File: config.mk
export PLATFORM = sky130hd
export DESIGN_NAME = uart_rx_core
export DESIGN_NICKNAME = d
export VERILOG_FILES = /design/src/rtl/uart_rx_core_pkg.sv /design/src/rtl/uart_rx_sync.sv /design/src/rtl/uart_rx_core.sv
export SDC_FILE = /design/constraint.sdc
export NUM_CORES = 1
export LEC_CHECK = 0
export BUFFER_PORTS_ARGS = -buffer_cell sky130_fd_sc_hd__clkbuf_2
export CORE_ASPECT_RATIO = 0.75
export CORE_MARGIN = 3
export CORE_UTILIZATION = 30
export DETAILED_ROUTE_END_ITERATION = 7
export GPL_TIMING_DRIVEN = 0
export SLEW_MARGIN = 20
export SYNTH_ARGS = -nofsm -noshare
export SYNTH_HDL_FRONTEND = slang
export SYNTH_SLANG_ARGS = --single-unit
File: constraint.sdc
create_clock -name clk -period 4.6 [get_ports clk]
set_input_delay 0.92 -clock clk [delete_from_list [all_inputs] [get_ports clk]]
set_output_delay 0.92 -clock clk [all_outputs]
set_load 0.01 [all_outputs]
File: src/rtl/uart_rx_core_pkg.sv
// Shared UART receiver definitions: FSM states, configuration codes and small helpers.
package uart_rx_core_pkg;

    typedef enum logic [2:0] {
        ST_IDLE   = 3'd0,
        ST_START  = 3'd1,
        ST_DATA   = 3'd2,
        ST_PARITY = 3'd3,
        ST_STOP   = 3'd4
    } rx_state_e;

    localparam logic [1:0] PAR_NONE = 2'b00;
    localparam logic [1:0] PAR_EVEN = 2'b01;
    localparam logic [1:0] PAR_ODD  = 2'b10;

    localparam logic [1:0] STOP_1   = 2'b00;
    localparam logic [1:0] STOP_1P5 = 2'b01;
    localparam logic [1:0] STOP_2   = 2'b10;

    localparam logic DBITS_7 = 1'b0;
    localparam logic DBITS_8 = 1'b1;

    // Code 11 is treated as "no parity" alongside 00.
    function automatic logic par_enabled(input logic [1:0] par);
        return (par == PAR_EVEN) || (par == PAR_ODD);
    endfunction

    // Last tick index of the STOP state for a given stop-bit code.
    function automatic int unsigned stop_last_tick(input logic [1:0] stop, input int unsigned ovs);
        case (stop)
            STOP_1:   return ovs - 1;
            STOP_1P5: return (3 * ovs) / 2 - 1;
            STOP_2:   return 2 * ovs - 1;
            default:  return ovs - 1;
        endcase
    endfunction

endpackage

File: src/rtl/uart_rx_sync.sv
// rx line synchronizer (preset to idle-high) with falling-edge detect on the synchronized line.
module uart_rx_sync #(
    parameter int unsigned SYNC_STAGES = 2
) (
    input  logic clk,
    input  logic rst_n,
    input  logic rx,
    output logic rx_s,
    output logic fall_c
);

    logic [SYNC_STAGES-1:0] sync_q;
    logic                   rx_s_d;

    always_ff @(posedge clk) begin
        if (!rst_n) begin
            sync_q <= '1;
            rx_s_d <= 1'b1;
        end else begin
            sync_q <= {sync_q[SYNC_STAGES-2:0], rx};
            rx_s_d <= sync_q[SYNC_STAGES-1];
        end
    end

    assign rx_s   = sync_q[SYNC_STAGES-1];
    assign fall_c = rx_s_d & ~rx_s;

endmodule

File: src/rtl/uart_rx_core.sv
// Oversampling UART receiver: start validation, 7/8 data bits, optional parity, 1/1.5/2 stop bits.
module uart_rx_core
    import uart_rx_core_pkg::*;
#(
    parameter int unsigned OVS         = 16,
    parameter int unsigned SYNC_STAGES = 2
) (
    input  logic       clk,
    input  logic       rst_n,
    input  logic       s_tick,
    input  logic       rx,
    input  logic       cfg_dbits,
    input  logic [1:0] cfg_parity,
    input  logic [1:0] cfg_stop,
    output logic [7:0] dout,
    output logic       rx_done_tick,
    output logic       parity_err,
    output logic       frame_err,
    output logic       busy
);

    localparam int unsigned TW = $clog2(2 * OVS);
    localparam logic [TW-1:0] T_HALF = TW'(OVS / 2 - 1);
    localparam logic [TW-1:0] T_BIT  = TW'(OVS - 1);
    localparam logic [TW-1:0] T_2BIT = TW'(2 * OVS - 1);

    logic            rx_s;
    logic            fall_c;
    rx_state_e       state;
    logic [TW-1:0]   t;
    logic [2:0]      n;
    logic [7:0]      shreg;
    logic            dbits_q;
    logic [1:0]      par_q;
    logic [1:0]      stop_q;
    logic            perr_q;
    logic            ferr_q;

    logic [TW-1:0]   stop_end_c;
    logic [2:0]      n_last_c;
    logic            par_bad_c;
    logic            stop_low_c;

    uart_rx_sync #(
        .SYNC_STAGES(SYNC_STAGES)
    ) u_sync (
        .clk   (clk),
        .rst_n (rst_n),
        .rx    (rx),
        .rx_s  (rx_s),
        .fall_c(fall_c)
    );

    // Frame-shape decodes from the shadowed configuration.
    always_comb begin
        stop_end_c = TW'(stop_last_tick(stop_q, OVS));
        n_last_c   = (dbits_q == DBITS_7) ? 3'd6 : 3'd7;
        par_bad_c  = (par_q == PAR_EVEN) ? (^shreg ^ rx_s) : ~(^shreg ^ rx_s);
        stop_low_c = s_tick && (state == ST_STOP) && !rx_s &&
                     ((t == T_BIT) || ((stop_q == STOP_2) && (t == T_2BIT)));
    end

    always_ff @(posedge clk) begin
        if (!rst_n) begin
            state        <= ST_IDLE;
            t            <= '0;
            n            <= '0;
            shreg        <= '0;
            dbits_q      <= DBITS_8;
            par_q        <= PAR_NONE;
            stop_q       <= STOP_1;
            perr_q       <= 1'b0;
            ferr_q       <= 1'b0;
            dout         <= '0;
            parity_err   <= 1'b0;
            frame_err    <= 1'b0;
            rx_done_tick <= 1'b0;
            busy         <= 1'b0;
        end else begin
            rx_done_tick <= 1'b0;
            unique case (state)
                ST_IDLE: begin
                    if (fall_c) begin
                        state   <= ST_START;
                        busy    <= 1'b1;
                        t       <= '0;
                        dbits_q <= cfg_dbits;
                        par_q   <= cfg_parity;
                        stop_q  <= cfg_stop;
                        perr_q  <= 1'b0;
                        ferr_q  <= 1'b0;
                    end
                end
                ST_START: begin
                    if (s_tick) begin
                        if (t == T_HALF) begin
                            t <= '0;
                            if (!rx_s) begin
                                state <= ST_DATA;
                                n     <= '0;
                            end else begin
                                state <= ST_IDLE;
                                busy  <= 1'b0;
                            end
                        end else begin
                            t <= t + TW'(1);
                        end
                    end
                end
                ST_DATA: begin
                    if (s_tick) begin
                        if (t == T_BIT) begin
                            t <= '0;
                            if (n == n_last_c) begin
                                // 7-bit frames are right-justified so dout[7] reads 0.
                                shreg <= (dbits_q == DBITS_8) ? {rx_s, shreg[7:1]}
                                                              : {1'b0, rx_s, shreg[7:2]};
                                n     <= '0;
                                state <= par_enabled(par_q) ? ST_PARITY : ST_STOP;
                            end else begin
                                shreg <= {rx_s, shreg[7:1]};
                                n     <= n + 3'd1;
                            end
                        end else begin
                            t <= t + TW'(1);
                        end
                    end
                end
                ST_PARITY: begin
                    if (s_tick) begin
                        if (t == T_BIT) begin
                            perr_q <= par_bad_c;
                            t      <= '0;
                            state  <= ST_STOP;
                        end else begin
                            t <= t + TW'(1);
                        end
                    end
                end
                ST_STOP: begin
                    if (s_tick) begin
                        if (stop_low_c) begin
                            ferr_q <= 1'b1;
                        end
                        if (t == stop_end_c) begin
                            state        <= ST_IDLE;
                            busy         <= 1'b0;
                            t            <= '0;
                            rx_done_tick <= 1'b1;
                            dout         <= shreg;
                            parity_err   <= perr_q;
                            frame_err    <= ferr_q | stop_low_c;
                        end else begin
                            t <= t + TW'(1);
                        end
                    end
                end
                default: begin
                    state <= ST_IDLE;
                    busy  <= 1'b0;
                end
            endcase
        end
    end

endmodule

Yosys cells after proc, flatten, opt, wreduce, memory -nomap -nowiden:

Index checks and enable logic that the tools add are counted.

* flip-flop bits (word level): 41
* latch bits: 0
* RAM bits: 0
* bits in read-only memories: 0
* output and inout bits: 12
* logic and storage cells: 123
* memories: 0

* $add $sub $neg: 2
* multipliers: 0
* div/mod/pow operators: 0
* magnitude comparators: 0
* equal/unequal tests: 27
* shifts and indexed selects: 0
* mux-type cells: 48
* bitwise operators: 6
* reductions and logical operators: 24

Operators by type and width (count)
* $mux 3: 17
* $mux 5: 7
* $ne 2x2->1 const B: 11
* $pmux 5 s4: 1
* $mux 8: 2
* $pmux 3 s5: 1
* $mux 1: 14
* $pmux 5 s2: 1
* $reduce_and 10->1: 1
* $reduce_and 3->1: 3
* $reduce_and 4->1: 2
* $reduce_xor 8->1: 1
* $reduce_and 7->1: 1
* $eq 3x2->1 const B: 2
* $ne 2x1->1 const B: 3
* $pmux 3 s2: 1
* $reduce_and 6->1: 1
* $reduce_bool 2->1: 3
* $add 5x1->5 const B: 1
* $eq 5x3->1 const B: 1
* $eq 5x4->1 const B: 1
* $eq 5x5->1: 1
* $eq 5x5->1 const B: 1
* $reduce_and 5->1: 1
* 20 further kinds: 29

Logic depth before layout (Yosys ltp):

Gate-level depths: netlist of the first run.

* word-level depth: 7
* mapped depth: 9
* depth with buffers taken out: 9

By module:

Synthesis of the first run repeated with hierarchy kept, for this count alone.

* cells, all modules: 235
* area total of the unflattened synthesis: 2120.8 sq um

By module, submodules not included
* uart_rx_core: times used 1, cells an instance 228, area each 2035.7 sq um
* uart_rx_sync: times used 1, cells an instance 7, area each 85.1 sq um

Worst setup path before layout of the first run:

No wires, ideal clock.

* kind: input -> register
* from: input port s_tick
* to: register state[0]
* setup time: 0.071 ns
* data arrival time: 2.281 ns
* data required time: 4.529 ns
* slack: 2.249 ns
* cell stages on the path: 6
* buffers on the path: 1
* cell sequence: clkbuf_1 > nand2_1 > or3_1 > a31o_2 > a2111o_1 > a21oi_1

* cells in the longest elaborated chain, start to end: 2

RTL lines
* from (decl): RTL line uart_rx_core.sv:10 `input logic s_tick,`
* $ne 2x2->1 (no line)
* $reduce_and 10->1 (no line) (*)
* to (signal assigned): RTL line uart_rx_core.sv:119 `state <= par_enabled(par_q) ? ST_PARITY : ST_STOP;`
* to (decl): RTL line uart_rx_core.sv:29 `rx_state_e state;`

Every way passes the cells marked *; elsewhere a longest branch is shown, timed or not.
A chain may end at the register's enable or synchronous reset.

Final worst setup path of the first run:

* from: register t[0]
* to: register n[1]

* cells in the longest elaborated chain, start to end: 3

RTL lines
* from (decl): RTL line uart_rx_core.sv:30 `logic [TW-1:0] t;`
* from (signal assigned): RTL line uart_rx_core.sv:106 `t <= t + TW'(1);`
* from (signal assigned): RTL line uart_rx_core.sv:125 `t <= t + TW'(1);`
* from (signal assigned): RTL line uart_rx_core.sv:136 `t <= t + TW'(1);`
* $eq 5x4->1 / $eq 5x3->1 (equally long branches): RTL line uart_rx_core.sv:112, uart_rx_core.sv:96
* $ne 2x2->1 (no line)
* $reduce_and 6->1 (no line) (*)
* to (signal assigned): RTL line uart_rx_core.sv:122 `n <= n + 3'd1;`
* to (decl): RTL line uart_rx_core.sv:31 `logic [2:0] n;`

Marks and branches as above.

==> qor.yml, run 1 <==
status: "finished clean"
maxCapViolations: 0
final_cell_area_um2: 2400
setup_viol: 0
cts-resized-gates: 0
ir_worst_vdd_mv: 0.121
die_w_um: 102
cts_max_level: 2
report.final.slew_viol_count: 0
grt-ovfl-total: 0
viasPerCell: 4.97
pin_count: 21
end_kind: "register"
p_leak_nw: 0.878
fin_crit_sh_pct: 55.9
crit_path_start_kind: "register"
first_global_vias: 1574
grt_max_degree: 14
layout-drive-gt1-share_pct: 14.3
fin_nets: 274
crit_type: "register to register"
antenna_found_initial: 0
cts_num_sinks: 41
drtPass1Iterations: 4
cp_data_required_time_ns: 4.77
ys_async_sr_fraction_pct: 0
cts_tree: "built"
gp_congestion: 0.899
seq_area_frac_synth_pct: 39.3
clk_pin_slew_ns: 0.09
clockBufferDepth: 2
whs_ns: 0.421
setup-tns-final_ns: 0
postCtsHoldBufs: 0
power_density_nw_per_um2: 304
drtIter0Drc: 81
power_mw: 0.731
dieArea_um2: 8020
drc: 0
dp_hpwl_mm: 3.33
synthToLayoutAreaGrowth_pct: 14.9
synth_cells: 232
min_path_type: "register to register"
root_buffer: "clkbuf_8"
synth_top_area_share_pct: 39.3
fillCellCount: 655
vias: 1684
start_util_pct: 32.0
diodes: 0
fmax_mhz: 389
numCtsBuffers: 5
grt_use_total_pct: 12.2
port_buffers: 18
worst-path-max-fanout: 8
synth_flop_cell: "dfxtp_1"
syn_area_um2: 2090
ys_types: 49
core-area_um2: 6540
grt_first_pass_wirelength_mm: 7.77
rr_worst_depth: 9
rows: 25
synth_enable_flop_cells: 0
holdPathStages: 1
synth_fp_nets: 249
syn_area_per_cell_um2: 9.01
ys_warn_count: 0
die_h_um: 78.3
post_cts_buffers: 0
synth.ff_latch_count: 41
synth.area.top_cells: "dfxtp_1 (39%), mux2i_1 (11%), nor2_1 (6.5%), ha_1 (4.8%), a211oi_1 (2.9%)"
relSlewSlack_pct: 45.2
post_dp_cell_area_um2: 2280
finalClockSkew_ns: 0.00936
synth_top_cell_by_area: "dfxtp_1"
max_slew.worst_pin.slew_ns: 0.817
finalHoldViolCount: 0
drt_wl_total_mm: 4.59
clock_latency_ns: 0.30
antenna_left: 0
min_period_ns: 2.57
avgRoutedWirePerCell_um: 13.5
grt_setup_unrepaired: "false"
cp_data_arrival_time_ns: 2.74
## kinds of logic (layout without fill, tap and decap cells)
kind of cell             Yosys count  count (layout)  share of synthesized area, %
XOR/XNOR                          11              11                          5.27
buffers and inverters             20              46                          3.77
AO/OA/AOI/OAI                     43              43                          13.6
AND/OR/NAND/NOR                   86              86                          22.3
flip-flops                        41              41                          39.3
multiplexers                      23              23                          11.0
adder cells (fa/ha/maj)            8               8                          4.79
## sequential cells by signal (all words and copies together) (netlist names)
| register | cells |
|---|---|
| shreg | 8 |
| u_sync.sync_q | 2 |
| stop_q | 2 |
| busy | 1 |
| t | 5 |
| ferr_q | 1 |
| par_q | 2 |
| dout | 8 |
| n | 3 |
| u_sync.rx_s_d | 1 |
| state | 3 |
| dbits_q | 1 |
| perr_q | 1 |
| parity_err | 1 |
| frame_err | 1 |
| rx_done_tick | 1 |
## final timing paths
check,startpoint,end,slack (ns)
setup / recovery,t[0],n[1],2.03
hold / removal,u_sync.sync_q[0],u_sync.sync_q[1],0.42
setup reg to reg,t[0],n[1],2.03
hold reg to reg,u_sync.sync_q[0],u_sync.sync_q[1],0.42
## layout make-up
type | instances | area, um2 | share of cell area, %
Inverter | 9 | 33.8 | 1.41
Multi-Input combinational cell | 171 | 1190 | 49.6
Timing Repair Buffer | 18 | 90.1 | 3.75
Tap cell | 81 | 101 | 4.22
Buffer | 11 | 45.0 | 1.88
Clock inverter | 2 | 37.5 | 1.56
Clock buffer | 6 | 82.6 | 3.44
Sequential cell | 41 | 821 | 34.2
## through the flow
step	utilization, %	std cells	worst slack [ns]
2_1_floorplan	-	232	2.25
3_3_place_gp	34.9	331	1.87
3_5_place_dp	34.9	331	1.88
4_1_cts	36.7	339	2.03
5_1_grt	36.7	339	1.80
6_report	36.7	339	2.03
## worst max-delay path, stage by stage, from the launching register on
cell       delay, ns
dfxtp_1         0.38
ha_1            0.25
nand3_1         0.14
inv_1           0.11
ha_1            0.26
nand3_1         0.12
nor3_2          0.47
a2bb2oi_1       0.41
mux2i_1         0.25
nor2_1          0.05
## Yosys cell counts (2+ instances only)
library cell	count
nor3_1	4
nand2b_1	4
mux2i_1	23
nand4b_1	2
nor2b_1	3
xor2_1	4
buf_2	3
and2_1	2
o21a_1	3
xnor2_1	6
nor2_1	36
dfxtp_1	41
a211oi_1	8
o21ai_0	8
a21oi_1	11
or3_1	3
nand3_1	4
ha_1	8
nor3_2	2
inv_1	9
a31oi_1	2
nand3b_1	2
clkbuf_1	7
nand2_1	12
## routing by layer
metal	track usage, %	routed length [um]	vias to the layer above	part of all wire, %
met5	0	0	-	0
met4	3.15	33	0	0.72
met3	3.37	249	5	5.4
met2	15.7	1780	38	39
met1	19.5	2520	780	55
li1	-	-	861	-
## where the power goes
group          internal, mW  switching [mW]  total (mW)
Sequential            0.360         0.00623       0.366
Combinational        0.0230          0.0339      0.0568
Clock                 0.177           0.131       0.308
Total                 0.560           0.172       0.731
## cell usage in the layout, fill, tap and decap left out, types with 4 or more instances in the layout
| master | instances |
|---|---|
| a211oi_1 | 8 |
| a21oi_1 | 11 |
| clkbuf_1 | 7 |
| clkbuf_2 | 18 |
| clkbuf_8 | 6 |
| dfxtp_1 | 41 |
| ha_1 | 8 |
| inv_1 | 9 |
| mux2i_1 | 23 |
| nand2_1 | 12 |
| nand2b_1 | 4 |
| nand3_1 | 4 |
| nor2_1 | 36 |
| nor3_1 | 4 |
| o21ai_0 | 8 |
| xnor2_1 | 6 |
| xor2_1 | 4 |
No activity file was read; power rests on OpenSTA's default activity.
==> inputs of run 2 (changes only) <==
==> constraint.sdc (replaced) <==
create_clock -name clk -period 2.3 [get_ports clk]
set_input_delay 0.46 -clock clk [delete_from_list [all_inputs] [get_ports clk]]
set_output_delay 0.46 -clock clk [all_outputs]
set_load 0.01 [all_outputs]
==> qor.yml, run 2 (synthesized netlist as in run 1, its figures left out) <==
port_buffers: 18  # unchanged
grt-ovfl-total: 0  # unchanged
pin_count: 21  # unchanged
min_path_type: "input pin to register"  # was register to register
final_cell_mix: "dfxtp_1 (41), nor2_1 (36), mux2i_1 (23), clkbuf_2 (18), nand2_1 (12)"  # unchanged
final_util_pct: 37.4  # was 36.7%
root_buffer: "clkbuf_8"  # unchanged
power.internal_mw: 1.12  # was 0.560 mW
synthToLayoutAreaGrowth_pct: 17.0  # was 14.9%
clockBufferDepth: 2  # unchanged
grt_setup_unrepaired: "true"  # was false
drc: 0  # unchanged
setup-tns-final_ns: 0  # unchanged
reg2reg_from: "t[0]"  # unchanged
crit_path_start_kind: "register"  # unchanged
whs_ns: 0.335  # was 0.421 ns
path_cells: "ha_1 -> nand3_1 -> inv_1 -> ha_2 -> nand3_1 -> nor3_4 -> clkbuf_4 -> nor2_1 -> a211oi_1"  # was ha_1 -> nand3_1 -> inv_1 -> ha_1 -> nand3_1 -> nor3_2 -> a2bb2oi_1 -> mux2i_1 -> nor2_1
finalHoldViolCount: 0  # unchanged
final_cell_area_um2: 2450  # was 2400 um2
vias: 1691  # was 1,684
gp_congestion: 0.899  # unchanged
maxCapViolations: 0  # unchanged
p_leak_nw: 0.886  # was 0.878 nW
relSlewSlack_pct: 45.0  # was 45.2%
switching_share_pct: 23.6  # was 23.5%
use_met1_pct: 19.6  # was 19.5%
met3_usage_pct: 3.37  # unchanged
final_common_cell: "dfxtp_1"  # unchanged
min-delay-start: "rx"  # was u_sync.sync_q[0]
cp_data_required_time_ns: 2.51  # was 4.77 ns
max_stage_delay_ns: 0.38  # was 0.47 ns
cts_max_level: 2  # unchanged
cpMostUsedCell: "nand3_1"
die_w_um: 102  # unchanged
p_switching_mw: 0.346  # was 0.172 mW
drtPass1Iterations: 4  # unchanged
start_util_pct: 32.0  # unchanged
diodes: 0  # unchanged
antenna_left: 0  # unchanged
power_mw: 1.47  # was 0.731 mW
fin_crit_sh_pct: 93.0  # was 55.9%
rows: 25  # unchanged
dp_hpwl_mm: 3.33  # unchanged
first_global_vias: 1578  # was 1,574
die_h_um: 78.3  # unchanged
combPwrFrac_pct: 8.0  # was 7.8%
post_dp_cell_area_um2: 2280  # unchanged
grt_max_degree: 14  # unchanged
end_kind: "register"  # unchanged
postCtsHoldBufs: 0  # unchanged
ir_worst_vdd_mv: 0.239  # was 0.121 mV
drt_wl_total_mm: 4.69  # was 4.59 mm
grt_use_total_pct: 12.3  # was 12.2%
crit_type: "register to register"  # unchanged
cts_num_sinks: 41  # unchanged
drtIter0Drc: 97  # was 81
numCtsBuffers: 5  # unchanged
grt_use_met2_pct: 15.8  # was 15.7%
finalClockSkew_ns: 0.00927  # was 0.00936 ns
cp_data_arrival_time_ns: 2.35  # was 2.74 ns
min_period_ns: 2.14  # was 2.57 ns
reg.largest.list: "dout x8, shreg x8, t x5"  # unchanged
busiest_layer: "met1"  # unchanged
cp_slowest_cell: "dfxtp_1"  # was nor3_2
startpoint: "t[0]"  # unchanged
clock_latency_ns: 0.30  # about the same
core-area_um2: 6540  # unchanged
avgRoutedWirePerCell_um: 13.8  # was 13.5 um
layout-drive-gt1-share_pct: 16.2  # was 14.3%
fmax_mhz: 468  # was 389 MHz
p_seq_share_pct: 50.0  # was 50.1%
viasPerCell: 4.97  # about the same
dieArea_um2: 8020  # unchanged
p_clk_share_pct: 42.0  # was 42.1%
worst-path-max-fanout: 10  # was 8
setup_viol: 0  # unchanged
antenna_found_initial: 0  # unchanged
report.final.slew_viol_count: 0  # unchanged
fin_nets: 275  # was 274
power_density_nw_per_um2: 600  # was 304 nW/um2
status: "finished clean"  # unchanged
cts_tree: "built"  # unchanged
max_slew.worst_pin.slew_ns: 0.820  # was 0.817 ns
grt_first_pass_wirelength_mm: 7.81  # was 7.77 mm
clk_pin_slew_ns: 0.09  # about the same
[run 2: changes by cell type in the layout (fill, tap and decap cells not counted)]
cell / change
ha_1: -1
clkbuf_4: +1
nor4bb_2: +1
buf_4: +1
nor3_4: +1
clkbuf_1: -1
a2bb2oi_4: +1
nor3_2: -1
ha_2: +1
nor4bb_1: -1
a2bb2oi_1: -1
[run 2: critical path, delay by kind of cell, from the launching register on]
kind,cells,cell delay [ns]
AO/OA/AOI/OAI,1,0.21
flip-flops,1,0.38
adder cells (fa/ha/maj),2,0.50
AND/OR/NAND/NOR,4,0.58
buffers and inverters,2,0.38
[run 2: final cells by class]
class / count / area (um2)
fill: 656 / 4090
buffer: 11 / 48.8
timing repair buffer: 19 / 97.6
clock buffer: 6 / 82.6
multi-input combinational: 171 / 1220
tap: 81 / 101
clock inverter: 2 / 37.5
inverter: 9 / 33.8
sequential: 41 / 821
[run 2: power by group through the flow]
| stage | clock [mW] | sequential (mW) | combinational (mW) |
|---|---|---|---|
| floorplan | 0 | 0.746 | 0.0845 |
| global placement | 0 | 0.749 | 0.113 |
| detailed placement | 0 | 0.749 | 0.113 |
| CTS | 0.627 | 0.733 | 0.115 |
| global route | 0.653 | 0.735 | 0.132 |
| finish | 0.616 | 0.733 | 0.118 |
[run 2: what timing repair did]
item                       4_1_cts  5_1_grt
setup buffers                    1        0
setup endpoints to repair       10       10
pin swaps                        1        1
resized for setup                3        5
[run 2: stage by stage]
step | setup slack (ns) | instances
3_5_place_dp | -0.231 | 331
4_1_cts | 0.0603 | 340
6_report | 0.161 | 340
2_1_floorplan | 0.221 | 232
5_1_grt | -0.0348 | 340
3_3_place_gp | -0.207 | 331
[run 2: per-layer routing]
| layer | routed length (um) | share of wire (%) |
|---|---|---|
| met1 | 2520 | 54 |
| met2 | 1930 | 41 |
| met3 | 205 | 4.4 |
| met4 | 37 | 0.79 |
| met5 | 0 | 0 |
[run 2: final timing paths]
check                     end  slack, ns  cells after the start
max reg2reg          shreg[5]       0.16                      9
max                  shreg[5]       0.16                      9
min          u_sync.sync_q[0]       0.34                      2
min reg2reg  u_sync.sync_q[1]       0.42                      1
